`src/rtl/calc_pkg.sv`:
```
// Shared calculator definitions: operand width, invalid-divisor encodings and
// the dividend rebuilder's state encoding.
package calc_pkg;

    localparam int CALC_W = 3;

    localparam logic [CALC_W-1:0] DIV_ZERO    = 3'b000;
    localparam logic [CALC_W-1:0] DIV_NEG_MIN = 3'b100;

    typedef enum logic [1:0] {
        IDLE = 2'd0,
        MUL  = 2'd1,
        ADD  = 2'd2,
        DONE = 2'd3
    } rb_state_t;

endpackage

```
`src/rtl/dividend_rebuilder.sv`:
```
// Rebuilds A = Q*B + R with a W-cycle shift-add multiply followed by one add
// cycle; flags follow the remainder unit's SF/ZF/DZF conventions plus OVF/RVF.
module dividend_rebuilder
    import calc_pkg::*;
#(
    parameter int W = CALC_W
) (
    input  logic           clk,
    input  logic           rst_n,
    input  logic           start,
    input  logic [W-1:0]   Q,
    input  logic [W-1:0]   B,
    input  logic [W-1:0]   R,
    output logic           busy,
    output logic           done,
    output logic [2*W-1:0] A,
    output logic           SF,
    output logic           ZF,
    output logic           DZF,
    output logic           OVF,
    output logic           RVF
);

    localparam int AW = 2 * W;
    localparam int CW = (W > 1) ? $clog2(W) : 1;

    // At the calculator width the invalid divisors come from the shared package.
    localparam logic [W-1:0] INV_ZERO = '0;
    localparam logic [W-1:0] INV_NMIN = (W == CALC_W) ? W'(DIV_NEG_MIN | DIV_ZERO)
                                                      : {1'b1, {(W-1){1'b0}}};

    rb_state_t       state, state_n;
    logic [CW-1:0]   cnt, cnt_n;
    logic [W-1:0]    q_r, q_n;
    logic [W-1:0]    b_r, b_n;
    logic [W-1:0]    r_r, r_n;
    logic [AW-1:0]   acc, acc_n;
    logic [AW-1:0]   sum;
    logic            busy_n, done_n;
    logic [AW-1:0]   a_n;
    logic            sf_n, zf_n, dzf_n, ovf_n, rvf_n;

    always_comb begin
        state_n = state;
        cnt_n   = cnt;
        q_n     = q_r;
        b_n     = b_r;
        r_n     = r_r;
        acc_n   = acc;
        sum     = acc + AW'(r_r);
        busy_n  = busy;
        done_n  = 1'b0;
        a_n     = A;
        sf_n    = SF;
        zf_n    = ZF;
        dzf_n   = DZF;
        ovf_n   = OVF;
        rvf_n   = RVF;

        case (state)
            IDLE: begin
                if (start) begin
                    q_n = Q;
                    b_n = B;
                    r_n = R;
                    if (B == INV_ZERO || B == INV_NMIN) begin
                        state_n = DONE;
                        done_n  = 1'b1;
                        busy_n  = 1'b0;
                        a_n     = '0;
                        sf_n    = 1'b0;
                        zf_n    = 1'b0;
                        dzf_n   = 1'b1;
                        ovf_n   = 1'b0;
                        rvf_n   = 1'b0;
                    end else begin
                        state_n = MUL;
                        busy_n  = 1'b1;
                        acc_n   = '0;
                        cnt_n   = '0;
                    end
                end
            end
            MUL: begin
                if (q_r[cnt])
                    acc_n = acc + (AW'(b_r) << cnt);
                cnt_n = cnt + 1'b1;
                if (cnt == CW'(W - 1))
                    state_n = ADD;
            end
            ADD: begin
                acc_n   = sum;
                state_n = DONE;
                done_n  = 1'b1;
                busy_n  = 1'b0;
                a_n     = sum;
                sf_n    = sum[W-1];
                zf_n    = (sum == '0);
                dzf_n   = 1'b0;
                ovf_n   = |sum[AW-1:W];
                rvf_n   = (r_r >= b_r);
            end
            DONE: begin
                state_n = IDLE;
            end
            default: begin
                state_n = IDLE;
            end
        endcase
    end

    always_ff @(posedge clk) begin
        if (!rst_n) begin
            state <= IDLE;
            cnt   <= '0;
            q_r   <= '0;
            b_r   <= '0;
            r_r   <= '0;
            acc   <= '0;
            busy  <= 1'b0;
            done  <= 1'b0;
            A     <= '0;
            SF    <= 1'b0;
            ZF    <= 1'b0;
            DZF   <= 1'b0;
            OVF   <= 1'b0;
            RVF   <= 1'b0;
        end else begin
            state <= state_n;
            cnt   <= cnt_n;
            q_r   <= q_n;
            b_r   <= b_n;
            r_r   <= r_n;
            acc   <= acc_n;
            busy  <= busy_n;
            done  <= done_n;
            A     <= a_n;
            SF    <= sf_n;
            ZF    <= zf_n;
            DZF   <= dzf_n;
            OVF   <= ovf_n;
            RVF   <= rvf_n;
        end
    end

endmodule
```
`config.mk`:
```
export PLATFORM = sky130hd
export DESIGN_NAME = dividend_rebuilder
export DESIGN_NICKNAME = d
export VERILOG_FILES = /design/src/rtl/calc_pkg.sv /design/src/rtl/dividend_rebuilder.sv
export SDC_FILE = /design/constraint.sdc
export NUM_CORES = 1
export LEC_CHECK = 0
export ABC_AREA = 1
export BUFFER_PORTS_ARGS = -buffer_cell sky130_fd_sc_hd__buf_2
export CAP_MARGIN = 20
export CORE_ASPECT_RATIO = 1.4
export CORE_MARGIN = 4
export CORE_UTILIZATION = 50
export CTS_BUF_LIST = sky130_fd_sc_hd__clkbuf_16
export CTS_CLUSTER_DIAMETER = 120
export CTS_CLUSTER_SIZE = 30
export DETAILED_ROUTE_END_ITERATION = 8
export HOLD_SLACK_MARGIN = 0.1
export PLACE_DENSITY = 0.71
export SYNTH_ARGS = -nofsm -noshare
export SYNTH_HDL_FRONTEND = slang
export SYNTH_SLANG_ARGS = --single-unit
```
`constraint.sdc`:
```
create_clock -name clk -period 3.65 [get_ports clk]
set_input_delay 0.73 -clock clk [delete_from_list [all_inputs] [get_ports clk]]
set_output_delay 0.73 -clock clk [all_outputs]
set_load 0.02 [all_outputs]
```
# Word-level counts from Yosys, hierarchy flattened
# Index checks and enable logic that the tools add are counted.
# word_totals
reg_bits	32
in_bits	12
out_inout_bits	13
wordCells	75
# op_classes
add_sub_neg	3
magnitude_cmp	2
n_eq_ne	10
n_shift	1
muxes	31
n_reduce_logical	14
# ops
cell	count
two-way mux 6 bit	5
case mux 6 bit (3 select lines)	1
case mux 1 bit (2 select lines)	7
case mux 6 bit (2 select lines)	1
two-way mux 2 bit	5
inequality test 2 bit, second input constant	5
two-way mux 1 bit	9
case mux 2 bit (4 select lines)	1
adder 6 x 3 -> 6 bit	1
adder 6 bit	1
== test 2 bit, second input constant	3
logical NOT 6 bit	1
AND reduction 2 bit	3
AND reduction 3 bit	2
<< shifter 3 x 2 -> 6 bit	1
case mux 2 bit (2 select lines)	1
AND reduction 4 bit	1
nonzero test 2 bit	2
== test 3 bit, second input constant	1
>= comparator 3 bit	1
logical NOT 3 bit	1
less-than comparator 2 x 3 -> 1 bit, second input constant	1
nonzero test 3 bit	1
OR reduction 3 bit	1
other kinds (5)	5

# Longest topological paths before layout
# logic_depth
ltp_word	5
ltp_mapped	14
depth_no_buf	14

# Worst setup path after synthesis
# OpenSTA, ideal clock, no wires.
# synth_timing
path_type	reg2reg
startpoint	reg cnt[1]
endpoint	reg acc[4]
setup_ps	121
t_arrival_ps	1677
required_ps	3529
setup_slack_ps	1853
stages_incl_launch_ff	14
n_path_buf	1
period_less_slack_ps	1797
cell_sequence	dfxtp_1 clkbuf_4 nor3_1 ha_1 inv_1 fa_1 inv_1 nand3_1 nand2_1 a21oi_1 o21ai_0 nand2_1 nand2_1 a21oi_1
# synth_via
elab_chain_len	4
elab_cells_between_ends	8
classes_between	add/sub: 1; eq/ne: 1; shift: 1; mux: 4; reduce/logical: 1
# synth_rtl
element	line	source
start, declared	dividend_rebuilder.sv:33	logic [CW-1:0] cnt, cnt_n;
start signal, assigned	dividend_rebuilder.sv:130	cnt <= cnt_n;
<< shifter 3 x 2 -> 6 bit or binary-select mux 1 bit (select 2 bit) (tied branches)	dividend_rebuilder.sv:86, dividend_rebuilder.sv:85	
adder 6 bit or two-way mux 1 bit (tied branches)	dividend_rebuilder.sv:86, dividend_rebuilder.sv:85	
two-way mux 6 bit or inequality test 2 bit (tied branches)	-	
case mux 6 bit (3 select lines) or AND reduction 4 bit (tied branches)	-	
end signal, assigned	dividend_rebuilder.sv:134	acc <= acc_n;
end, declared	dividend_rebuilder.sv:37	logic [AW-1:0] acc, acc_n;
# Parallel ways exist; a longest one is shown, timed or not. The select of a mux whose other input is x is not followed.
# A chain may end at the register's enable or synchronous reset.

# Worst setup path after layout
# layout_timing
startpoint	reg cnt[0]
endpoint	reg acc[4]
# The elaborated chain is that of the path after synthesis.

==> results summary <==
The run finished with clean final reports. The aggregate global routing overflow came out at 0. The total area of multi-input combinational cells is ~1100 µm².

The tree is rooted in a sky130_fd_sc_hd__clkbuf_16. The delay contributed by the slowest stage of the critical path came out at ~0.56 ns. The post-synthesis net count came out at ~300. The initial antenna violation count is 0. The post-detailed-route DRC marker count came out at 0. 25 I/O pins were placed. The library cells used most frequently in the layout, excluding fill and tap cells, are sky130_fd_sc_hd__nand2_1, sky130_fd_sc_hd__inv_1, sky130_fd_sc_hd__dfxtp_1. Once the clock tree was built, the resizer swapped 0 gates to a different size. For this run, the number of Yosys warnings is 0.

The clock sink count is 31. STA puts the critical path data required time at 3.79 ns. Among the stages of the critical path, the cell type that occurs most often is sky130_fd_sc_hd__nand2_1. Along the worst path, the maximum fanout reaches 12.

The share of the clock period used by the worst path is 58.4%. The count of TritonRoute iterations in the first routing pass is 4. The number of H-tree branching levels is 2.

Max-cap violations in this run came to 0. The worst setup path is captured at a flip-flop. The signal on the critical path passes through o21ai_0 > nor2_1 > inv_1 > fa_1 > inv_1 > nand3_1 > nand2_1 > a21oi_1 > o21ai_0 > nand2_1 > nand2_1 > a21oi_1.

The worst clock skew on the final layout came out at around 0.0047 ns. The die span in y is between 80 and 90 µm. The number of standard cells in the layout, taps in and fillers out came out at approximately 340. Setup repair after global routing left no endpoint under its margin. The library cell used most frequently in the layout, excluding fill and tap cells, is sky130_fd_sc_hd__nand2_1. After clock tree synthesis, the clock-pin slew on the worst setup and hold paths is ~0.050 ns. The latest clock arrival within the worst-skew pair is 0.27 ns. The number of fill cells in the layout came out at roughly 360. Power spread over the standard cell area amounts to roughly 660 nW/µm².

The area of the die is 4820 µm². The wire length of the first global-routing pass came out at 7690 µm. The achievable clock frequency came out at 469 MHz. After clock tree synthesis, the flow added hold-fix buffers numbering 0. The number of global-route vias before repair is roughly 1,700. The worst ir drop on vdd came out at 0.563 mV. After floorplanning, the core was divided into 26 placement rows. The DRC violation total after the first TritonRoute iteration came out at 61.

The wire length per cell came out at between 10 and 15 µm. The headroom to the max-slew limit came out at 63.7%. The number of endpoints failing setup at the final stage came out at 0.

After synthesis, the mean cell area works out to 6.94 µm². STA classifies the critical path startpoint as a flip-flop. The launch point of the worst hold path is q_r[1]$_SDFFE_PN0P_. The cell area after synthesis is ~1900 µm².

The share of final-layout standard cells stronger than drive strength 1 is between 10% and 20%. For this block, the via count after detailed routing is roughly 1,800. The total negative setup slack is 0 ns. In this run the remaining antenna-violating nets after routing total 0. The count of buffers from port buffering came out at 24. The slowest stage of the critical path is the sky130_fd_sc_hd__dfxtp_1 cell. The proportion of synthesized chip area in sequential cells came out at 33.0%. The total length of routed wires came out at ~4500 µm.

Using the TritonRoute via totals, the vias-per-cell ratio works out to roughly 5.3. The total clock buffers created by CTS is 5. The wire-length estimate of the detail-placed layout is 3360 µm. Tracing the worst setup path back leads to its startpoint at cnt[0]$_SDFFE_PN0P_.

The cell leakage power came out at 1.03 nW. The data arrival time of the critical path came out at about 2.3 ns. TritonCTS built the clock tree. The placer congestion estimate came out at roughly 0.80. The net count of the finished layout is about 330.

The kind of path behind the tightest hold check is flip-flop to flip-flop. The initial utilization of the core area, before any placement, comes to a little over 50%. The number of distinct library cells after synthesis is 32.

The number of cells in the design after placement came out at approximately 330. The actual slew at the worst max-slew pin came out at 0.541 ns. The number of hold violations in the final report came out at 0.

In the global route stage, overall resource usage came out at a little over a fifth. The count of final max-slew check failures came out at 0. The minimum clock period after layout came out at around 2.1 ns. The number of synthesized register bits is 31. The synthesized netlist cell count came out at 271. The area inside the core boundary came out at 3640 µm². The number of antenna repair diodes is 0. The number of buffers added for setup after CTS came out at 0. In this run the critical register-to-register path is launched from cnt[0]$_SDFFE_PN0P_.

The total area of sequential cells is slightly above 600 µm². The horizontal extent of the die came out at approximately 60 µm. The critical path in this run is classified as flip-flop to flip-flop. No sink is reached through more buffers than the 2 on the longest clock path. The area growth from synthesis to layout came out at 14.6%. The largest net degree at the start of global routing came out at 20.
layout make-up:
cell class                      count  area share (%)
Tap cell                           42            2.44
Multi-Input combinational cell    196            50.1
Clock buffer                        5            5.80
Clock inverter                      3           0.696
Timing Repair Buffer               24            5.57
Inverter                           38            6.62
Sequential cell                    31            28.8
worst paths after layout:
kind	to	slack, ns	cells after the start
worst max-delay path	acc[4]$_SDFFE_PN0P_	1.52	12
worst min-delay path	q_r[1]$_SDFFE_PN0P_	0.45	2
worst max register to register	acc[4]$_SDFFE_PN0P_	1.52	12
worst min register to register	q_r[1]$_SDFFE_PN0P_	0.45	2
worst max-delay path: cells and delay by family, from the launching register on:
kind / cells / cell delay (ns)
AOI/OAI and AO/OA: 4 / 0.40
and+or+nand+nor: 5 / 0.46
buffers and inverters: 2 / 0.19
adders and majority gates: 1 / 0.39
DFF: 1 / 0.56
per-layer routing:
layer / routed length, µm / GRT usage [%] / vias to the layer above
met2: 2400 / 35.8 / 37
met3: 150 / 3.22 / 8
met5: 0 / 0 / -
li1: - / - / 940
met4: 104 / 8.87 / 0
met1: 1840 / 25.2 / 828
where the power goes:
group / leakage, nW / internal [mW] / switching, mW / total [mW]
Clock: 0.0649 / 0.247 / 0.145 / 0.393
Sequential: 0.253 / 0.413 / 0.0621 / 0.475
Combinational: 0.709 / 0.186 / 0.374 / 0.561
registers in the layout, indices dropped and copies added (netlist names):
name and flops:
A 5, DZF 1, OVF 1, RVF 1, SF 1, ZF 1, acc 6, b_r 3
busy 1, cnt 2, done 1, q_r 3, r_r 3, state 2
synthesized netlist by cell type, drive strengths merged:
cell type	n	area [µm²]
o22ai	1	6.26
clkbuf	3	15.0
xor2	1	8.76
a22oi	1	7.51
and3	1	6.26
inv	37	139
nand4	2	12.5
nor2	22	103
clkinv	1	3.75
nand3b	2	15.0
nor3	2	10.0
buf	3	23.8
fa	2	40.0
a31oi	1	6.26
dfxtp	31	621
nand2	66	253
o21ai	31	163
a21oi	29	145
nand3	15	75.1
or2	1	6.26
ha	16	200
a211oi	2	15.0
o21a	1	7.51
through the flow:
stage,utilization (%),hold slack (ns),setup slack (ns),instance area [µm²],total power [mW]
4_1_cts,59.2,0.459,1.53,2160,1.43
5_1_grt,59.2,0.488,1.29,2160,1.54
3_5_place_dp,55.3,0.451,1.54,2020,1.04
6_report,59.2,0.454,1.52,2160,1.43
2_1_floorplan,-,0.429,1.85,1880,0.901
3_3_place_gp,55.3,0.445,1.62,2020,1.03
logic make-up (layout without fill, tap and decap cells):
kind of cell | count (synthesis) | in the layout | share of synthesized area, %
AOI/OAI and AO/OA | 66 | 66 | 18.6
xor gates and xnor gates | 1 | 1 | 0.466
adders and majority gates | 18 | 18 | 12.8
buffers and inverters | 44 | 70 | 9.64
DFF | 31 | 31 | 33.0
and+or+nand+nor | 111 | 111 | 25.5
Note: power is estimated with default switching activity, not from simulation.
